$ cat src/rtl/exec_monitor_pkg.sv
// rtl/exec_monitor_pkg.sv - shared types and constants for the run-control monitor
package exec_monitor_pkg;

   typedef enum logic [1:0] {
      IDLE  = 2'd0,
      RUN   = 2'd1,
      DRAIN = 2'd2,
      DONE  = 2'd3
   } mon_state_t;

   localparam logic [5:0] OP_HALT = 6'h11;

   function automatic logic [31:0] sat_sub32(input logic [31:0] a, input logic [31:0] b);
      return (a >= b) ? (a - b) : 32'd0;
   endfunction

endpackage

$ cat src/rtl/exec_monitor.sv
// rtl/exec_monitor.sv - run control, HALT detection, drain timing and end-of-run snapshot
module exec_monitor
   import exec_monitor_pkg::*;
#(
   parameter logic [5:0]  HALT_OPCODE  = OP_HALT,
   parameter int unsigned DRAIN_CYCLES = 4,
   parameter logic [31:0] TIMEOUT      = 32'd1_000_000
) (
   input  logic        clk,
   input  logic        reset,
   input  logic        valid,
   input  logic [31:0] inst_in,
   input  logic [31:0] pc_in,
   input  logic [15:0] arith_cnt,
   input  logic [15:0] logic_cnt,
   input  logic [15:0] mem_cnt,
   input  logic [15:0] ctrl_cnt,
   input  logic [31:0] stall_wo_in,
   input  logic [31:0] stall_w_in,
   output logic        busy,
   output logic        done,
   output logic        timeout,
   output logic [31:0] cycle_cnt,
   output logic [31:0] halt_pc,
   output logic [17:0] total_inst,
   output logic [15:0] arith_snap,
   output logic [15:0] logic_snap,
   output logic [15:0] mem_snap,
   output logic [15:0] ctrl_snap,
   output logic [31:0] stall_saved
);

   localparam logic [3:0] DRAIN_INIT = 4'(DRAIN_CYCLES - 1);

   mon_state_t state;
   mon_state_t state_nxt;
   logic [3:0] drain_cnt;
   logic       is_halt;
   logic       tmo_hit;
   logic       drain_end;
   logic       enter_done;

   assign is_halt    = (inst_in[31:26] == HALT_OPCODE);
   assign tmo_hit    = (cycle_cnt == (TIMEOUT - 32'd1));
   assign drain_end  = (drain_cnt == 4'd0);
   assign enter_done = ((state == RUN) || (state == DRAIN)) && (state_nxt == DONE);

   always_ff @(posedge clk) begin
      if (reset) begin
         state <= IDLE;
      end else begin
         state <= state_nxt;
      end
   end

   // Timeout outranks both HALT detection and drain completion.
   always_comb begin
      state_nxt = state;
      case (state)
         IDLE:    if (valid) state_nxt = RUN;
         RUN:     if (tmo_hit) state_nxt = DONE;
                  else if (is_halt) state_nxt = DRAIN;
         DRAIN:   if (tmo_hit || drain_end) state_nxt = DONE;
         DONE:    if (!valid) state_nxt = IDLE;
         default: state_nxt = IDLE;
      endcase
   end

   always_comb begin
      busy = (state == RUN) || (state == DRAIN);
      done = (state == DONE);
   end

   always_ff @(posedge clk) begin
      if (reset) begin
         timeout   <= 1'b0;
         cycle_cnt <= 32'd0;
         halt_pc   <= 32'd0;
         drain_cnt <= 4'd0;
      end else begin
         case (state)
            IDLE: begin
               if (valid) begin
                  timeout   <= 1'b0;
                  cycle_cnt <= 32'd0;
                  halt_pc   <= 32'd0;
                  drain_cnt <= 4'd0;
               end
            end
            RUN: begin
               if (tmo_hit) begin
                  timeout <= 1'b1;
               end else begin
                  cycle_cnt <= cycle_cnt + 32'd1;
                  if (is_halt) begin
                     halt_pc   <= pc_in;
                     drain_cnt <= DRAIN_INIT;
                  end
               end
            end
            DRAIN: begin
               if (tmo_hit) begin
                  timeout <= 1'b1;
               end else begin
                  cycle_cnt <= cycle_cnt + 32'd1;
                  if (!drain_end) drain_cnt <= drain_cnt - 4'd1;
               end
            end
            default: ;
         endcase
      end
   end

   // Snapshots survive into the next run until the next DONE entry overwrites them.
   always_ff @(posedge clk) begin
      if (reset) begin
         total_inst  <= 18'd0;
         arith_snap  <= 16'd0;
         logic_snap  <= 16'd0;
         mem_snap    <= 16'd0;
         ctrl_snap   <= 16'd0;
         stall_saved <= 32'd0;
      end else if (enter_done) begin
         total_inst  <= {2'b00, arith_cnt} + {2'b00, logic_cnt}
                      + {2'b00, mem_cnt} + {2'b00, ctrl_cnt};
         arith_snap  <= arith_cnt;
         logic_snap  <= logic_cnt;
         mem_snap    <= mem_cnt;
         ctrl_snap   <= ctrl_cnt;
         stall_saved <= sat_sub32(stall_wo_in, stall_w_in);
      end
   end

endmodule

$ cat config.mk
export PLATFORM = sky130hd
export DESIGN_NAME = exec_monitor
export DESIGN_NICKNAME = d
export VERILOG_FILES = /design/src/rtl/exec_monitor_pkg.sv /design/src/rtl/exec_monitor.sv
export SDC_FILE = /design/constraint.sdc
export NUM_CORES = 1
export LEC_CHECK = 0
export CORE_MARGIN = 4
export CORE_UTILIZATION = 41
export DETAILED_ROUTE_END_ITERATION = 8
export GPL_ROUTABILITY_DRIVEN = 0
export GPL_TIMING_DRIVEN = 1
export PLACE_DENSITY = 0.78
export SYNTH_ARGS = -nofsm -noshare
export SYNTH_HDL_FRONTEND = slang
export SYNTH_SLANG_ARGS = --single-unit
$ cat constraint.sdc
create_clock -name clk -period 3.9 [get_ports clk]
set_input_delay 0.78 -clock clk [delete_from_list [all_inputs] [get_ports clk]]
set_output_delay 0.78 -clock clk [all_outputs]
set_load 0.02 [all_outputs]
# Word-level counts from Yosys, hierarchy flattened
# Index checks and enable logic that the tools add are counted.
[totals]
register_bits = 185
latchBits = 0
ramBits = 0
rom_bits = 0
in_bits = 195
wordCells = 66
mem_count = 0
[classes]
n_addsub = 6
mul = 0
n_div = 0
order_cmp = 1
n_eq_ne = 13
shift = 0
n_mux = 22
bitwise = 0
reduce_logical = 13
[ops]
columns = ["op", "n"]
rows = [
  ["$mux 32", 5],
  ["$pmux 32 s2", 2],
  ["$add 32x1->32 const B", 1],
  ["$eq 32x20->1 const B", 1],
  ["$ge 32x32->1", 1],
  ["$sub 32x32->32", 1],
  ["$mux 4", 5],
  ["$add 17x16->18", 1],
  ["$add 18x16->18", 1],
  ["$add 16x16->17", 1],
  ["$ne 2x2->1 const B", 6],
  ["$pmux 4 s3", 1],
  ["$mux 2", 5],
  ["$pmux 2 s4", 1],
  ["$eq 2x2->1 const B", 3],
  ["$eq 6x5->1 const B", 1],
  ["$reduce_and 3->1", 2],
  ["$reduce_and 6->1", 1],
  ["$logic_not 4->1", 1],
  ["$reduce_and 4->1", 1],
  ["$reduce_bool 2->1", 2],
  ["$sub 4x1->4 const B", 1],
  ["$reduce_bool 3->1", 1],
  ["$eq 2x1->1 const B", 1],
  ["other kinds (7)", 9],
]

# Logic depth before layout (Yosys ltp)
# Gate-level depths: netlist of run 1.
[logic_depth]
ltp_word = 6
depth_mapped = 14
mapped_depth_nobuf = 14

# Worst setup path before layout of run 1
# Ideal clock, no wire load.
[synth_timing]
path_kind = "input port to flip-flop"
from = "input arith_cnt[1]"
to = "register total_inst[15]"
t_arrival_ns = 4.070
path_slack_ns = -0.303
stages = 14
path_buffers = 0
path_cell_list = "inv_1 fa_1 inv_1 fa_1 ha_1 fa_1 a21o_1 a21o_1 a211oi_1 o31ai_1 a211o_1 or2_2 nand3_1 a21oi_1"
[synth_via]
elab_chain_cells = 3
[synth_rtl]
columns = ["item", "line", "rtl"]
rows = [
  ["start: declaration", "exec_monitor.sv:14", "input logic [15:0] arith_cnt,"],
  ["$add 16x16->17", "exec_monitor.sv:124", "total_inst <= {2'b00, arith_cnt} + {2'b00, logic_cnt}"],
  ["$add 17x16->18", "exec_monitor.sv:125", "+ {2'b00, mem_cnt} + {2'b00, ctrl_cnt};"],
  ["$add 18x16->18", "exec_monitor.sv:125", ""],
  ["end signal: assignment", "exec_monitor.sv:124", ""],
  ["end: declaration", "exec_monitor.sv:25", "output logic [17:0] total_inst,"],
]
# No other way between the ends.
# A chain may end at the register's enable or synchronous reset.

# Worst setup path after layout of run 1
[layout_timing]
from = "input logic_cnt[2]"
to = "register total_inst[14]"
[layout_via]
elab_chain_cells = 3
[layout_rtl]
columns = ["item", "line", "rtl"]
rows = [
  ["start: declaration", "exec_monitor.sv:15", "input logic [15:0] logic_cnt,"],
  ["$add 16x16->17", "exec_monitor.sv:124", ""],
  ["$add 17x16->18", "exec_monitor.sv:125", ""],
  ["$add 18x16->18", "exec_monitor.sv:125", ""],
]
# No other way between the ends.

==> results of run 1 <==
layer usage:
layer	part of all wire, %	vias to the layer above
met3	7.0	55
met5	0	-
met4	2.8	0
met1	42	4869
met2	48	348
li1	-	5168
what timing repair did:
action / CTS / global route
setup endpoints to repair: 8 / 7
hold buffers: 0 / 0
setup buffers: 4 / 4
resized for setup: 26 / 22
pin swaps: 21 / 22
cells in the mapped netlist (all sizes together), types with 22 or more instances:
master  number
xor2        30
dfxtp      185
o21ai       45
fa          33
nand3       22
inv        143
a21oi      142
ha          56
nand2      207
clkbuf      30
buf         26
nor2       126
xnor2       29
a22oi       53
cells by family after synthesis:
group / synth area share (%)
AO/OA/AOI/OAI: 20.2
XOR/XNOR: 4.94
adder cells (fa/ha/maj): 13.0
buffers and inverters: 7.45
flip-flops: 35.4
multiplexers: 0.108
AND/OR/NAND/NOR: 18.9
path summary, 6_finish.rpt:
path / from / to / slack [ns] / cells past startpoint
min reg2reg: arith_snap[15]$_SDFFE_PP0P_ / arith_snap[15]$_SDFFE_PP0P_ / 0.45 / 2
min: arith_snap[15]$_SDFFE_PP0P_ / arith_snap[15]$_SDFFE_PP0P_ / 0.45 / 2
max: logic_cnt[2] / total_inst[14]$_SDFFE_PP0P_ / 0.07 / 14
max reg2reg: state[0]$_SDFF_PP0_ / stall_saved[26]$_SDFFE_PP0P_ / 1.08 / 9
layout make-up:
cell class	instances	area share [%]
inverters	143	3.49
clock inverters	14	1.11
flip-flops and latches	185	24.1
diodes	1	0.0163
repair buffers	409	25.7
multi-input cells	928	40.0
well taps	330	2.68
clock buffers	18	2.85
critical path, stage by stage:
cell and delay [ns]:
dlygate4sd2_1 0.23, inv_2 0.05, fa_1 0.58, fa_1 0.44, inv_2 0.11, ha_4 0.22, a211oi_4 0.28, o21bai_4 0.12
a2111oi_4 0.39, nor4_4 0.09, o31a_1 0.32, or3_1 0.34, nand3_1 0.09, a21oi_1 0.06
per-stage QoR:
stage          TNS (ns)  setup slack [ns]
2_1_floorplan   -0.0463           -0.0463
3_3_place_gp      -5.12            -0.626
3_5_place_dp      -5.78            -0.789
4_1_cts               0           0.00439
5_1_grt         -0.0394           -0.0394
6_report              0            0.0661
flip-flops by register name, indices dropped and copies added (netlist names):
register,cells
drain_cnt,4
halt_pc,32
state,2
arith_snap,16
ctrl_snap,16
stall_saved,32
timeout,1
cycle_cnt,32
mem_snap,16
total_inst,18
logic_snap,16
cells in the final DEF (no fill, tap or decap), types with 6 or more instances in the layout:
master           instances
a21o_1                  20
a21oi_1                138
a22oi_1                 53
and2_1                   9
and3_1                  14
buf_4                   59
clkbuf_16               17
clkdlybuf4s50_1        334
dfxtp_1                185
dlygate4sd2_1            8
fa_1                    31
ha_1                    51
inv_1                  135
inv_2                    8
nand2_1                207
nand2b_1                 8
nand3_1                 21
nand4_1                 14
nor2_1                 125
nor3_1                  13
o21ai_0                 42
o21bai_1                11
o31ai_1                  6
or3_1                   10
xnor2_1                 29
xor2_1                  30
where the power goes:
part | switching, uW | total (uW) | internal (uW) | leakage (uW)
clock | 870 | 1810 | 943 | 0.000297
combinational | 797 | 1610 | 813 | 0.00438
sequential | 5.09 | 1900 | 1890 | 0.00149
==> flow_summary.toml, run 1 <==
[layout]
regArea_mm2 = 0.00370
n_fill_cell = 2146
area_delta_synth_final_pct = 47.0
nets = 1968
fin_area_mm2 = 0.0154
fin_util_pct = 61.1
stdcell_count = 2028
drive_gt1_share_pct = 8.13
multi_input_area_mm2 = 0.00616

[timing]
worst_hold_slack_ns = 0.454
fin_crit_ns = 3.83
fmax_mhz = 261
worstMarginPinSlew_ns = 0.852
skew_ns = 0.0184
hold_viol_final = 0
fin_crit_sh_pct = 98.3
setup_viol = 0
rsz0062_at_grt = "yes"
finalMaxSlewViolations = 0
slew_headroom_pct = 43.0

[synthesis]
synth.top_cell.area_share_pct = 35.4
ys_ff_latch = 185
syn_avg_cell_area_um2 = 7.98
synth-edff-count = 0
synth_area_leader_cell = "dfxtp_1"
synth_cell_type_count = 66
synth_flop_cell = "dfxtp_1"
syn-cell-area_mm2 = 0.0105
syn_nets = 1596
yosysSeqAreaShare_pct = 35.4
synthArstFlopShare_pct = 0
ys_warn_count = 0
ys_top_cells_by_area = "dfxtp_1 35%, nand2_1 7.4%, a21oi_1 6.8%, ha_1 6.7%, fa_1 6.3%"
netlist_instances = 1312

[floorplan]
rows = 58
core-area_mm2 = 0.0252
chipHeight_um = 168
ios = 376
initial_core_util_pct = 41.6
die_w_um = 168
die_area_mm2 = 0.0281

[setup_path]
arrival_ns = 4.12
startpoint_type = "input port"
cp-end-kind = "flop"
path_class = "input port to flop"
cp.required_ns = 4.18
path_max_fanout = 2

[clocking]
path_clk_slew_ns = 0.07
cts_buffer_depth = 2
clock_sinks = 185
numCtsBuffers = 17
cts_tree = "yes"
h-tree-depth = 4
clock_latency_ns = 0.44
clk_root_buffer_cell = "clkbuf_16"

[grt]
grt_pass1_vias = 10331
grt_max_degree = 84
antenna_found_initial = 0
grt-ovfl-total = 0
busiest_layer = "met2"
gr-usage-met3_pct = 6.29
use_met2_pct = 38.6
grt.total_usage_pct = 22.6
met1_usage_pct = 27.6
grt_pass1_wl_um = 52600

[power]
power_per_cell_area_mw_per_mm2 = 346
ir_drop_mv = 0.277
leakage_uw = 0.00617
fin_total_pwr_uw = 5320

[drt]
route.vias.total = 10440
routed_wl_um = 33400
avgRoutedWirePerCell_um = 16.5
drc = 0
vias_per_cell = 5.15
drt-initial-drc-count = 634
antenna_left = 0
drt_pass1_iterations = 5

[worst_hold_path]
hold_class = "flop to flop"

[placement]
dp.cells = 1987
dpl.hpwl_um = 25300
place_area_mm2 = 0.0146
port_buffers = 349

[flow_run]
cap_violations = 0

[run_status]
status = "complete, no violations"
No activity file was read; power rests on OpenSTA's default activity.
==> inputs of run 2 (changes only) <==
--- a/config.mk
+++ b/config.mk
@@ -8,7 +8,6 @@
 export CORE_MARGIN = 4
 export CORE_UTILIZATION = 41
 export DETAILED_ROUTE_END_ITERATION = 8
-export GPL_ROUTABILITY_DRIVEN = 0
 export GPL_TIMING_DRIVEN = 1
 export PLACE_DENSITY = 0.78
 export SYNTH_ARGS = -nofsm -noshare
==> run 2 against run 1 <==
Wire length shrank 2.2%. Sequential share of layout area grew 0.18 points. Clock-buffer cell count shrank 1. Via count shrank 0.30%. Register-to-register slack lost 0.05 ns. Cell count shrank 0.15%. Critical path depth is the same. Critical path type unchanged.
==> flow_summary.toml, run 2 (synthesized netlist as in run 1, its figures left out) <==
[clocking]
clk_root_buffer_cell = "clkbuf_16"
cts_tree = "yes"
clock_sinks = 185
path_clk_slew_ns = 0.07
cts_buffer_depth = 2
h-tree-depth = 4
numCtsBuffers = 17
clock_latency_ns = 0.44

[power]
p_comb_share_pct = 29.8
p_clk_share_pct = 33.8
p_seq_share_pct = 36.4
ir_drop_mv = 0.293
leakage_uw = 0.00610
switching_share_pct = 31.3
power_per_cell_area_mw_per_mm2 = 341
fin_total_pwr_uw = 5200
switchingPower_uw = 1630
power.internal_uw = 3580

[setup_path]
startpoint_type = "input port"
cp.required_ns = 4.19
path_max_fanout = 3
arrival_ns = 4.09
path_class = "input port to flop"
cp-end-kind = "flop"

[grt]
grt_max_degree = 72
gr-usage-met3_pct = 6.13
grt_pass1_vias = 10317
antenna_found_initial = 1
grt_pass1_wl_um = 52200
use_met2_pct = 37.2
met1_usage_pct = 28.2
busiest_layer = "met2"
grt-ovfl-total = 0
grt.total_usage_pct = 22.4

[timing]
worstMarginPinSlew_ns = 0.864
fmax_mhz = 263
hold_viol_final = 0
fin_ws_ns = 0.0986
slew_headroom_pct = 42.2
fin_crit_sh_pct = 97.5
skew_ns = 0.0178
fin_crit_ns = 3.80
setup_viol = 0
finalMaxSlewViolations = 0
worst_hold_slack_ns = 0.454

[drt]
routed_wl_um = 32700
drt-initial-drc-count = 650
drt_pass1_iterations = 5
avgRoutedWirePerCell_um = 16.1
antenna_left = 0
vias_per_cell = 5.14
drc = 0
route.vias.total = 10409

[placement]
dpl.hpwl_um = 25100
gp_congestion = 0.898
port_buffers = 349
post-place-ws_ns = -0.708

[floorplan]
initial_core_util_pct = 41.6
core-area_mm2 = 0.0252
chipHeight_um = 168
die_w_um = 168
rows = 58
die_area_mm2 = 0.0281
ios = 376

[run_status]
status = "complete, no violations"

[layout]
nets = 1966
multi_input_area_mm2 = 0.00613
regArea_mm2 = 0.00370
drive_gt1_share_pct = 7.50
reg.largest.list = "cycle_cnt x32, halt_pc x32, stall_saved x32"
layout_commonest_cell = "clkdlybuf4s50_1"
n_fill_cell = 2202
final_cell_mix = "336 x clkdlybuf4s50_1, 207 x nand2_1, 185 x dfxtp_1, 140 x a21oi_1, 139 x inv_1"
area_delta_synth_final_pct = 45.9

[flow_run]
cap_violations = 0

[worst_hold_path]
hold_class = "flop to flop"
run 2: final timing paths:
| check | startpoint | endpoint | slack [ns] | cells past startpoint |
|---|---|---|---|---|
| worst max-delay path | arith_cnt[8] | total_inst[14]$_SDFFE_PP0P_ | 0.1 | 14 |
| worst min-delay path | ctrl_snap[15]$_SDFFE_PP0P_ | ctrl_snap[15]$_SDFFE_PP0P_ | 0.45 | 2 |
| worst max register to register | state[0]$_SDFF_PP0_ | mem_snap[11]$_SDFFE_PP0P_ | 1.03 | 9 |
| worst min register to register | ctrl_snap[15]$_SDFFE_PP0P_ | ctrl_snap[15]$_SDFFE_PP0P_ | 0.45 | 2 |
run 2: what timing repair did:
item / CTS / global route
hold endpoints to repair: 0 / 0
gates resized for setup: 27 / 8
setup buffers: 4 / 0
endpoints found under the setup margin: 8 / 6
hold buffers: 0 / 0
pin swaps: 20 / 17
run 2: power by group through the flow:
stage               clock (uW)  sequential [uW]  combinational (uW)
detailed placement           0             1940                1400
global route              1880             1900                1710
CTS                       1800             1900                1500
floorplan                    0             1940                 839
global placement             0             1940                1380
finish                    1760             1900                1550
run 2: worst max-delay path, stage by stage:
cell	delay (ns)
clkdlybuf4s50_1	0.49
inv_1	0.07
fa_1	0.50
fa_1	0.52
inv_1	0.05
ha_1	0.21
buf_4	0.15
a21o_1	0.17
a21oi_1	0.25
o21ai_0	0.14
o31a_1	0.26
or3_1	0.35
nand3_1	0.10
a21oi_1	0.07
run 2: stage by stage:
stage                     utilization (%)  instances  setup TNS (ns)  instance area, um^2
final                                60.7       2025               0                15300
after global routing                 60.7       2025        -0.00668                15300
after CTS                            60.5       2024               0                15200
after detailed placement             57.8       1989           -5.62                14600
after global placement               57.8       1989           -5.06                14600
after floorplan                         -       1312         -0.0463                10500
run 2: area by class of cell:
| cell class | instances | area share [%] |
|---|---|---|
| diodes | 1 | 0.0164 |
| clock buffers | 17 | 2.79 |
| flip-flops and latches | 185 | 24.2 |
| inverters | 143 | 3.51 |
| clock inverters | 14 | 1.05 |
| repair buffers | 407 | 25.6 |
| well taps | 330 | 2.70 |
| multi-input cells | 928 | 40.1 |
run 2: metal layers:
| metal | up-vias | share of wire, % |
|---|---|---|
| li1 | 5158 | - |
| met1 | 4846 | 43 |
| met2 | 351 | 48 |
| met3 | 54 | 7.2 |
| met4 | 0 | 2.7 |
| met5 | - | 0 |
==> inputs of run 3 (changes only) <==
--- a/config.mk
+++ b/config.mk
@@ -9,7 +9,8 @@
 export CORE_UTILIZATION = 41
 export DETAILED_ROUTE_END_ITERATION = 8
 export GPL_TIMING_DRIVEN = 1
-export PLACE_DENSITY = 0.78
+export PLACE_DENSITY = 0.79
+export REMOVE_ABC_BUFFERS = 1
 export SYNTH_ARGS = -nofsm -noshare
 export SYNTH_HDL_FRONTEND = slang
 export SYNTH_SLANG_ARGS = --single-unit
==> constraint.sdc (replaced) <==
create_clock -name clk -period 3.9 [get_ports clk]
set_input_delay 0.78 -clock clk [delete_from_list [all_inputs] [get_ports clk]]
set_output_delay 0.78 -clock clk [all_outputs]
set_load 0.1 [all_outputs]
==> run 3 against run 2 <==
Global-route usage up 0.31 points. Die area unchanged. Via count up 1.8%. Critical endpoint is now total_inst[17]$_SDFFE_PP0P_. Highest routed layer unchanged.
==> flow_summary.toml, run 3 (synthesized netlist as in run 1, its figures left out) <==
[clocking]
h-tree-depth = 4
clk_root_buffer_cell = "clkbuf_16"
clock_sinks = 185
cts_tree = "yes"
cts_buffer_depth = 2
path_clk_slew_ns = 0.07
numCtsBuffers = 17
clock_latency_ns = 0.43

[layout]
reg.largest.list = "cycle_cnt x32, halt_pc x32, stall_saved x32"
nets = 1975
final_cell_mix = "331 x clkdlybuf4s50_1, 207 x nand2_1, 185 x dfxtp_1, 138 x a21oi_1, 131 x inv_1"
area_delta_synth_final_pct = 46.8
fin_util_pct = 61.0
n_fill_cell = 2159
fin_area_mm2 = 0.0154
drive_gt1_share_pct = 8.92
n_antenna_cell = 0
layout_commonest_cell = "clkdlybuf4s50_1"

[drt]
drc = 0
drt-initial-drc-count = 761
vias_per_cell = 5.21
route.vias.total = 10599
avgRoutedWirePerCell_um = 16.2
routed_wl_um = 32900
drt_pass1_iterations = 5
antenna_left = 0

[worst_hold_path]
hold-path-endpoint = "ctrl_snap[6]$_SDFFE_PP0P_"
holdPathStages = 2
min-delay-start = "ctrl_snap[6]$_SDFFE_PP0P_"
hold_class = "flop to flop"

[floorplan]
rows = 58
core-area_mm2 = 0.0252
ios = 376
die_w_um = 168
die_area_mm2 = 0.0281
chipHeight_um = 168
initial_core_util_pct = 41.6

[setup_path]
rr_endpoint = "stall_saved[26]$_SDFFE_PP0P_"
path_class = "input port to flop"
cp-end-kind = "flop"
cp_common_cell = "a21o_1"
path_max_fanout = 3
critPathSlowestCell = "fa_1"
startpoint_type = "input port"
max_stage_delay_ns = 0.53
reg2reg_depth = 10
cp.required_ns = 4.20
path_cells = "clkdlybuf4s50_1, inv_1, fa_1, fa_1, inv_1, ha_1, a21o_1, a21o_1, a21oi_2, o31ai_2, a211o_1, a21o_1, a21oi_2, a21oi_1"
arrival_ns = 4.10
r2r_slack_ns = 0.87
r2r-start = "cycle_cnt[0]$_SDFFE_PP0P_"

[timing]
fin_crit_ns = 3.80
slew_headroom_pct = 26.4
tns_ns = 0
setup_viol = 0
worst_hold_slack_ns = 0.455
finalMaxSlewViolations = 0
worstMarginPinSlew_ns = 1.10
fmax_mhz = 263
fin_ws_ns = 0.0955
hold_viol_final = 0
skew_ns = 0.0173
fin_crit_sh_pct = 97.6

[placement]
dpl.hpwl_um = 25200
gp_congestion = 0.923
port_buffers = 349
place_area_mm2 = 0.0147
post-place-ws_ns = -0.904

[flow_run]
cap_violations = 0

[grt]
grt_max_degree = 84
antenna_found_initial = 0
grt_pass1_vias = 10635
grt_pass1_wl_um = 53000
grt-ovfl-total = 0
grt.total_usage_pct = 22.7

[power]
power_per_cell_area_mw_per_mm2 = 340
leakage_uw = 0.00620
ir_drop_mv = 0.248

[run_status]
status = "complete, no violations"
run 3: cell count changes in the layout (fill, tap and decap cells not counted), moves of 4 or more:
| cell | change |
|---|---|
| buf_4 | +8 |
| inv_1 | -8 |
| inv_2 | +8 |
| dlymetal6s2s_1 | +6 |
| clkdlybuf4s50_1 | -5 |
| dlygate4sd2_1 | -5 |
| a21oi_2 | +4 |
run 3: stage by stage:
stage	std cells	power, uW
3_5_place_dp	2000	3380
2_1_floorplan	1256	2760
6_report	2034	5220
5_1_grt	2034	5490
4_1_cts	2032	5210
3_3_place_gp	2000	3360
run 3: power breakdown:
| group | leakage (uW) | total (uW) | internal, uW | switching, uW |
|---|---|---|---|---|
| clock | 0.000289 | 1760 | 909 | 847 |
| combinational | 0.00442 | 1560 | 780 | 784 |
| sequential | 0.00149 | 1900 | 1890 | 5.30 |
run 3: how the worst max path moves through the flow:
| stage | start | endpoint |
|---|---|---|
| final | arith_cnt[8] | total_inst[17]$_SDFFE_PP0P_ |
| after global routing | arith_cnt[8] | total_inst[17]$_SDFFE_PP0P_ |
| after CTS | arith_cnt[1] | total_inst[15]$_SDFFE_PP0P_ |
| after detailed placement | arith_cnt[2] | total_inst[14]$_SDFFE_PP0P_ |
| after global placement | arith_cnt[1] | total_inst[15]$_SDFFE_PP0P_ |
| after floorplan | cycle_cnt[1]$_SDFFE_PP0P_ | stall_saved[29]$_SDFFE_PP0P_ |
run 3: layout make-up:
type,instances,area [um^2],area share [%]
Clock inverter,15,153,0.994
Clock buffer,17,425,2.77
Multi-Input combinational cell,928,6100,39.7
Inverter,143,537,3.49
Timing Repair Buffer,416,4030,26.2
Sequential cell,185,3700,24.1
Tap cell,330,413,2.69
run 3: worst max-delay path: cells and delay by family:
family                   cells  cell delay, ns
adder cells (fa/ha/maj)      3            1.35
AO/OA/AOI/OAI                8            1.35
buffers and inverters        3            0.61
run 3: layer usage:
metal  vias up  share of wire (%)  global-route usage, %
met3        51                6.2                   4.74
met2       342                 50                   39.9
met1      5024                 42                   27.8
met4         0                2.6                   7.48
li1       5182                  -                      -
met5         -                  0                      0
run 3: what timing repair did:
action | in CTS | in global routing
gates cloned | 0 | 0
setup endpoints to repair | 11 | 6
hold buffers | 0 | 0
gates resized for setup | 27 | 30
pin swaps | 17 | 19
setup buffers | 0 | 3
